<file path="config.mk">
export PLATFORM = sky130hd
export DESIGN_NAME = gradient_magnitude_direction
export DESIGN_NICKNAME = d
export VERILOG_FILES = /design/src/rtl/gradient_magnitude_direction.sv
export SDC_FILE = /design/constraint.sdc
export NUM_CORES = 1
export LEC_CHECK = 0
export BUFFER_PORTS_ARGS = -buffer_cell sky130_fd_sc_hd__buf_2
export CAP_MARGIN = 25
export CORE_UTILIZATION = 65
export DETAILED_ROUTE_END_ITERATION = 16
export GPL_TIMING_DRIVEN = 1
export PLACE_DENSITY_LB_ADDON = 0.25
export SLEW_MARGIN = 25
export SYNTH_ARGS = -nofsm -noshare
export SYNTH_HDL_FRONTEND = slang
export SYNTH_SLANG_ARGS = --single-unit
</file>
<file path="constraint.sdc">
create_clock -name i_clk -period 9.3 [get_ports i_clk]
set_input_delay 0.465 -clock i_clk [delete_from_list [all_inputs] [get_ports i_clk]]
set_output_delay 0.465 -clock i_clk [all_outputs]
set_load 0.01 [all_outputs]
</file>
<file path="src/rtl/gradient_magnitude_direction.sv">
// Gradient magnitude (|Gx|+|Gy|, shifted and saturated) and 2-bit quantised direction,
// with frame-structure tagging (sof/eol/eof) and a sticky frame error, 3-cycle latency.
module gradient_magnitude_direction #(
  parameter int DATA_WIDTH = 8,
  parameter int IMG_WIDTH  = 640,
  parameter int IMG_HEIGHT = 480,
  parameter int MAG_SHIFT  = 0
) (
  input  logic                  i_clk,
  input  logic                  i_reset,
  input  logic [31:0]           i_Gx_Gy_vector,
  input  logic                  i_data_valid,
  input  logic                  i_start_of_frame,
  output logic [DATA_WIDTH-1:0] o_magnitude,
  output logic [1:0]            o_direction,
  output logic                  o_data_valid,
  output logic                  o_start_of_frame,
  output logic                  o_end_of_line,
  output logic                  o_end_of_frame,
  output logic                  o_frame_error
);

  localparam int CW = (IMG_WIDTH  > 1) ? $clog2(IMG_WIDTH)  : 1;
  localparam int RW = (IMG_HEIGHT > 1) ? $clog2(IMG_HEIGHT) : 1;
  localparam logic [CW-1:0] COL_LAST = CW'(IMG_WIDTH - 1);
  localparam logic [RW-1:0] ROW_LAST = RW'(IMG_HEIGHT - 1);

  localparam logic [1:0] DIR_0   = 2'd0;
  localparam logic [1:0] DIR_45  = 2'd1;
  localparam logic [1:0] DIR_90  = 2'd2;
  localparam logic [1:0] DIR_135 = 2'd3;

  typedef enum logic {S_IDLE, S_ACTIVE} state_t;

  state_t          r_state, w_stateNext;
  logic [CW-1:0]   r_col, w_colNext, w_beatCol;
  logic [RW-1:0]   r_row, w_rowNext, w_beatRow;
  logic            w_accept, w_isEol, w_isEof, w_errEvent;
  logic            r_frameError;

  logic [15:0]     w_gx, w_gy, w_absGx, w_absGy;
  logic            w_sgnSame;

  logic            r1_valid, r1_sof, r1_eol, r1_eof, r1_sgnSame;
  logic [15:0]     r1_absGx, r1_absGy;

  logic [25:0]     w_gyScaled, w_gxLow, w_gxHigh;
  logic [16:0]     w_magRaw;
  logic [1:0]      w_dir;

  logic            r2_valid, r2_sof, r2_eol, r2_eof;
  logic [16:0]     r2_magRaw;
  logic [1:0]      r2_dir;

  logic [16:0]           w_shifted;
  logic [DATA_WIDTH-1:0] w_magSat;

  logic                  r3_valid, r3_sof, r3_eol, r3_eof;
  logic [DATA_WIDTH-1:0] r3_mag;
  logic [1:0]            r3_dir;

  function automatic logic [15:0] absSat(input logic [15:0] v);
    if (!v[15])             return v;
    else if (v == 16'h8000) return 16'h7FFF;
    else                    return 16'(-v);
  endfunction

  // A sof beat always restarts the position counters, whether it opens or interrupts a frame.
  always_comb begin
    w_stateNext = r_state;
    w_colNext   = r_col;
    w_rowNext   = r_row;
    w_beatCol   = i_start_of_frame ? '0 : r_col;
    w_beatRow   = i_start_of_frame ? '0 : r_row;
    w_accept    = i_data_valid & (i_start_of_frame | (r_state == S_ACTIVE));
    w_errEvent  = i_data_valid & (i_start_of_frame ? (r_state == S_ACTIVE) : (r_state == S_IDLE));
    w_isEol     = (w_beatCol == COL_LAST);
    w_isEof     = w_isEol & (w_beatRow == ROW_LAST);
    if (w_accept) begin
      if (w_isEol) begin
        w_colNext = '0;
        w_rowNext = w_isEof ? '0 : w_beatRow + RW'(1);
      end else begin
        w_colNext = w_beatCol + CW'(1);
        w_rowNext = w_beatRow;
      end
      w_stateNext = w_isEof ? S_IDLE : S_ACTIVE;
    end
  end

  always_ff @(posedge i_clk) begin
    if (i_reset) begin
      r_state      <= S_IDLE;
      r_col        <= '0;
      r_row        <= '0;
      r_frameError <= 1'b0;
    end else begin
      r_state      <= w_stateNext;
      r_col        <= w_colNext;
      r_row        <= w_rowNext;
      r_frameError <= r_frameError | w_errEvent;
    end
  end

  assign w_gx      = i_Gx_Gy_vector[15:0];
  assign w_gy      = i_Gx_Gy_vector[31:16];
  assign w_absGx   = absSat(w_gx);
  assign w_absGy   = absSat(w_gy);
  assign w_sgnSame = ((!w_gx[15] && (w_gx != '0)) && (!w_gy[15] && (w_gy != '0))) ||
                     (w_gx[15] && w_gy[15]);

  always_ff @(posedge i_clk) begin
    if (i_reset) begin
      r1_valid   <= 1'b0;
      r1_sof     <= 1'b0;
      r1_eol     <= 1'b0;
      r1_eof     <= 1'b0;
      r1_sgnSame <= 1'b0;
      r1_absGx   <= '0;
      r1_absGy   <= '0;
    end else begin
      r1_valid <= w_accept;
      r1_sof   <= w_accept & i_start_of_frame;
      r1_eol   <= w_accept & w_isEol;
      r1_eof   <= w_accept & w_isEof;
      if (w_accept) begin
        r1_absGx   <= w_absGx;
        r1_absGy   <= w_absGy;
        r1_sgnSame <= w_sgnSame;
      end
    end
  end

  // Thresholds 106/256 and 618/256 approximate tan(22.5) and tan(67.5).
  assign w_gyScaled = {2'b00, r1_absGy, 8'h00};
  assign w_gxLow    = 26'(r1_absGx) * 26'd106;
  assign w_gxHigh   = 26'(r1_absGx) * 26'd618;
  assign w_magRaw   = {1'b0, r1_absGx} + {1'b0, r1_absGy};

  always_comb begin
    w_dir = DIR_0;
    if ((r1_absGx == '0) && (r1_absGy == '0)) w_dir = DIR_0;
    else if (w_gyScaled < w_gxLow)            w_dir = DIR_0;
    else if (w_gyScaled > w_gxHigh)           w_dir = DIR_90;
    else                                      w_dir = r1_sgnSame ? DIR_45 : DIR_135;
  end

  always_ff @(posedge i_clk) begin
    if (i_reset) begin
      r2_valid  <= 1'b0;
      r2_sof    <= 1'b0;
      r2_eol    <= 1'b0;
      r2_eof    <= 1'b0;
      r2_magRaw <= '0;
      r2_dir    <= '0;
    end else begin
      r2_valid <= r1_valid;
      r2_sof   <= r1_sof;
      r2_eol   <= r1_eol;
      r2_eof   <= r1_eof;
      if (r1_valid) begin
        r2_magRaw <= w_magRaw;
        r2_dir    <= w_dir;
      end
    end
  end

  assign w_shifted = r2_magRaw >> MAG_SHIFT;

  generate
    if (DATA_WIDTH >= 17) begin : g_noSat
      assign w_magSat = DATA_WIDTH'(w_shifted);
    end else begin : g_sat
      assign w_magSat = (|w_shifted[16:DATA_WIDTH]) ? '1 : w_shifted[DATA_WIDTH-1:0];
    end
  endgenerate

  always_ff @(posedge i_clk) begin
    if (i_reset) begin
      r3_valid <= 1'b0;
      r3_sof   <= 1'b0;
      r3_eol   <= 1'b0;
      r3_eof   <= 1'b0;
      r3_mag   <= '0;
      r3_dir   <= '0;
    end else begin
      r3_valid <= r2_valid;
      r3_sof   <= r2_sof;
      r3_eol   <= r2_eol;
      r3_eof   <= r2_eof;
      if (r2_valid) begin
        r3_mag <= w_magSat;
        r3_dir <= r2_dir;
      end
    end
  end

  assign o_magnitude      = r3_mag;
  assign o_direction      = r3_dir;
  assign o_data_valid     = r3_valid;
  assign o_start_of_frame = r3_sof;
  assign o_end_of_line    = r3_eol;
  assign o_end_of_frame   = r3_eof;
  assign o_frame_error    = r_frameError;

endmodule

</file>
### Word-level counts from Yosys, hierarchy flattened

Cells that the tools add are included.

* register bits: 95
* input bits: 36
* output and inout bits: 15

* add/sub/neg operators: 5
* $mul: 2
* $lt $le $gt $ge: 2
* equality and inequality tests: 4
* multiplexer cells: 16
* bitwise operators: 9
* reductions and logical operators: 13

Operators by type and width (number)
* 2-to-1 mux 16 bit: 4
* equality test 16 bit, second input constant: 2
* zero test 16 bit: 2
* negator 16 bit: 2
* nonzero test 16 bit: 2
* 2-to-1 mux 9 bit: 3
* greater-than comparator 24 x 26 -> 1 bit: 1
* multiplier 16 x 9 -> 25 bit, second input constant: 1
* < comparator 24 x 23 -> 1 bit: 1
* multiplier 16 x 6 -> 22 bit, second input constant: 1
* 2-to-1 mux 10 bit: 2
* adder 16 x 16 -> 17 bit: 1
* adder 10 x 1 -> 10 bit, second input constant: 1
* equality test 10 bit, second input constant: 1
* adder 9 x 1 -> 9 bit, second input constant: 1
* equality test 9 bit, second input constant: 1
* OR reduction 9 bit: 1
* 2-to-1 mux 2 bit: 4
* 2-to-1 mux 8 bit: 1
* bitwise AND 1 bit: 6
* logical AND 1 bit: 5
* zero test 1 bit: 2
* 2-to-1 mux 1 bit: 2
* bitwise OR 1 bit: 2
* other kinds (2): 2

### Longest topological paths before layout

* depth in word-level cells: 5
* depth in mapped cells: 25
* mapped depth without buffers: 25

### Least setup slack after synthesis

OpenSTA, ideal clock, no wires.

* path kind: reg-to-reg
* from: register r1_absGx[9]
* to: register r2_dir[1]
* setup time: 0.115 ns
* arrival: 5.461 ns
* data required time: 9.185 ns
* setup slack: 3.724 ns
* cell stages (with the launch flop): 25
* cells stage by stage: dfxtp_1 ha_1 fa_1 inv_1 fa_1 fa_1 inv_1 ha_1 and3_1 a2111oi_4 a21oi_2 a31oi_1 o21ai_2 a21o_1 a21oi_1 xor2_1 ha_1 a21o_1 a21o_1 a21oi_1 nor2b_1 o21ai_0 a211oi_1 o311a_1 o21a_1

* word-level cells in the longest chain between the ends: 5
* elaborated cells between the ends (all ways): 9

RTL lines
* start: declaration: line 45 `logic [15:0] r1_absGx, r1_absGy;`
* start signal: assignment: line 127 `r1_absGx <= w_absGx;`
* multiplier 16 x 9 -> 25 bit: line 137 `assign w_gxHigh = 26'(r1_absGx) * 26'd618;`
* greater-than comparator 24 x 26 -> 1 bit: line 144 `else if (w_gyScaled > w_gxHigh) w_dir = DIR_90;`
* 2-to-1 mux 2 bit: line 144
* 2-to-1 mux 2 bit: line 143 `else if (w_gyScaled < w_gxLow) w_dir = DIR_0;`
* 2-to-1 mux 2 bit (*): line 142 `if ((r1_absGx == '0) && (r1_absGy == '0)) w_dir = DIR_0;`
* end signal: assignment: line 163 `r2_dir <= w_dir;`
* end: declaration: line 53 `logic [1:0] r2_dir;`

Every way passes the cells marked *; elsewhere a longest branch is shown, timed or not.
A chain may end at the register's enable or synchronous reset.

### Final worst setup path

Ends and elaborated chain as after synthesis.

==> results.json <==
{
  "status": "finished, final reports clean",
  "grt-busiest-layer": "met2",
  "drive_above_1_share_pct": 8.46,
  "yosysTopAreaCellShare_pct": 20.7,
  "cts_tree": "done",
  "synth_top_cell_by_area": "ha_1",
  "holdPathEnd": "o_frame_error",
  "yosysMostFrequentCell": "ha_1",
  "num_rows": 44,
  "grt_overflow": 0,
  "hp-class": "in -> reg",
  "cp_top_family": "adder cells",
  "synth_seq_cells": 95,
  "via_per_inst": 6.21,
  "final.min_clock_period_ns": 6.53,
  "ys_warn_count": 0,
  "drt_iter0_drc": 798,
  "grt_max_degree": 83,
  "drv_cap": 0,
  "cts_buffer_depth": 2,
  "use_met2_pct": 51.6,
  "area_delta_synth_final_pct": 6.73,
  "drt_pre_antenna_iters": 7,
  "synthFlopType": "dfxtp_1",
  "setup_violations": 0,
  "synthCells": 1135,
  "cts_sinks": 95,
  "cts.reportedPaths.clkPinSlew_ns": 0.07,
  "critPathArrivalTime_ns": 6.77,
  "grt_pass1_vias": 8037,
  "slew_viol_final": 0,
  "pwr_density_cell_nw_per_um2": 148,
  "multi_input_area_um2": 7230,
  "use_met3_pct": 5.18,
  "synth.area.top_cells": "ha_1 21%, dfxtp_1 19%, fa_1 13%",
  "worst_setup_path_start_kind": "register",
  "rr_worst_depth": 23,
  "vias": 8409,
  "die_area_um2": 15600,
  "wl_mm": 24.4,
  "final_nets": 1428,
  "cp_num_buf_inv": 2,
  "worst_path_largest_cell_delay_ns": 0.68,
  "place_ws_ns": 2.92,
  "gp_congestion": 0.956,
  "crit_chain": "ha_1, fa_1, inv_1, fa_1, fa_1, inv_1, ha_1, and3_1, a2111oi_4, a21oi_2, a31oi_1, o21ai_2, a311oi_2, o21ai_0, xnor2_1, ha_1, nand2_1, nor2_1, nand2_1, nor4b_1, a211oi_1, o311a_1, o21a_1",
  "fmax_mhz": 153,
  "drc": 0,
  "post-route-period-util_pct": 70.2,
  "avgSynthCellArea_um2": 8.68,
  "chipHeight_um": 125,
  "synth_edf_count": 0,
  "postCtsHoldBufs": 0,
  "r2r_start": "r1_absGx[9]",
  "p_leak_uw": 0.00512,
  "cts_setup_buffers": 0,
  "min-delay-start": "i_data_valid",
  "use_met1_pct": 43.8,
  "synth_cell_types": 67,
  "critical_path_class": "reg -> reg",
  "fill_cells": 1177,
  "async_reset_ff_share_pct": 0,
  "ant_nets": 0,
  "grt_use_total_pct": 32.0,
  "setup_tns_ns": 0,
  "r2r_end": "r2_dir[1]",
  "rsz0062_at_grt": "no",
  "worst_pin_slew_ns": 0.966,
  "worstPathMaxFanout": 8,
  "htreeDepth": 3,
  "ctsResizeCount": 0,
  "antenna_found_initial": 0,
  "finalHoldViolCount": 0,
  "numPortBuffers": 50,
  "yosysSeqAreaShare_pct": 19.3,
  "antenna_cells": 0,
  "ios": 51,
  "initial_utilization_pct": 67.2,
  "netlist_area_um2": 9850,
  "crit_slowest_cell": "dfxtp_1",
  "slew_headroom_pct": 35.5,
  "final_core_util_pct": 71.8,
  "die-width_um": 125,
  "syn_nets": 1398,
  "ir_drop_mv": 0.118,
  "cts_made_buffers": 9,
  "grt_pass1_wl_mm": 39.9,
  "required_ns": 9.54,
  "wl_per_cell_um": 18.0,
  "clk_latency_ns": 0.35,
  "cp-end-kind": "register",
  "skew_ns": 0.00515,
  "rrSetupSlack_ns": 2.77,
  "setup_slack_ns": 2.77,
  "synth_commonest_cells": "163 x ha_1, 155 x inv_1, 95 x dfxtp_1",
  "hold_depth": 3,
  "root_buffer": "clkbuf_16",
  "final-seq-area_um2": 1900,
  "dp_hpwl_mm": 19.2,
  "core_um2": 14600
}
==> cell usage in the layout (no fill, tap or decap), types with 14 or more instances in the layout <==
master,count
o21ai_0,45
xnor2_1,28
a21oi_1,80
inv_1,155
nand4_1,14
nor3_1,19
nand3_1,28
xor2_1,28
nand2_1,63
dfxtp_1,95
nor2b_1,20
nor2_1,71
ha_1,163
fa_1,64
a21o_1,28
buf_2,50
==> routing by layer <==
layer  routed length, um  vias to the layer above
li1                    -                     4052
met4                 731                        0
met1               10900                     3992
met5                   0                        -
met2               11000                      306
met3                1730                       59
==> worst max path at each step <==
stage | startpoint | to | slack, ns | depth (start not counted)
after floorplan | r1_absGx[9] | r2_dir[1] | 3.72 | 24
after global placement | r1_absGx[9] | r2_dir[1] | 3.16 | 23
after detailed placement | r1_absGx[9] | r2_dir[1] | 2.92 | 23
after CTS | r1_absGx[9] | r2_dir[1] | 2.90 | 23
after global routing | r1_absGx[9] | r2_dir[1] | 2.63 | 23
final | r1_absGx[9] | r2_dir[1] | 2.77 | 23
==> worst register-to-register path, stage by stage (launching register included) <==
cell	delay, ns
dfxtp_1	0.68
ha_1	0.39
fa_1	0.52
inv_1	0.05
fa_1	0.47
fa_1	0.55
inv_1	0.04
ha_1	0.35
and3_1	0.22
a2111oi_4	0.43
a21oi_2	0.14
a31oi_1	0.37
o21ai_2	0.15
a311oi_2	0.39
o21ai_0	0.18
xnor2_1	0.16
ha_1	0.29
nand2_1	0.05
nor2_1	0.14
nand2_1	0.07
nor4b_1	0.34
a211oi_1	0.08
o311a_1	0.16
o21a_1	0.19
==> metrics by stage <==
step	hold WS, ns	cells	power, uW	area (um^2)
2_1_floorplan	0.414	1135	1010	9850
4_1_cts	0.373	1354	1550	10500
3_5_place_dp	0.434	1338	1200	10200
3_3_place_gp	0.417	1338	1170	10200
6_report	0.382	1354	1560	10500
5_1_grt	0.420	1354	1680	10500
==> report_power, final <==
| part | internal (uW) | total, uW | switching, uW |
|---|---|---|---|
| logic | 310 | 746 | 436 |
| clock network | 185 | 352 | 167 |
| registers | 424 | 459 | 35.0 |
| total | 919 | 1560 | 638 |
==> final cells by class <==
class	instances	share of cell area [%]
well taps	184	2.19
inverters	157	5.61
clock inverters	7	0.548
multi-input cells	849	68.8
flip-flops and latches	95	18.1
repair buffers	53	2.60
clock buffers	9	2.14
==> kinds of logic (layout without fill, tap and decap cells) <==
family          Yosys count  after routing  share of synthesized area, %
compound gates          268            268                          18.4
xor+xnor                 56             56                          4.98
simple gates            287            287                          15.2
buf+inv                 191            226                          7.28
mux                      11             11                          1.13
fa+ha+maj               227            227                          33.7
flops                    95             95                          19.3
==> state kept, by name, indices dropped and copies added (netlist names), 2 cells and up <==
register and flops:
r2_magRaw 17, r1_absGx 16, r1_absGy 16, r_col 10, r_row 9, o_magnitude 8
o_direction 2, r2_dir 2
Power figures use the tool's default switching activity.
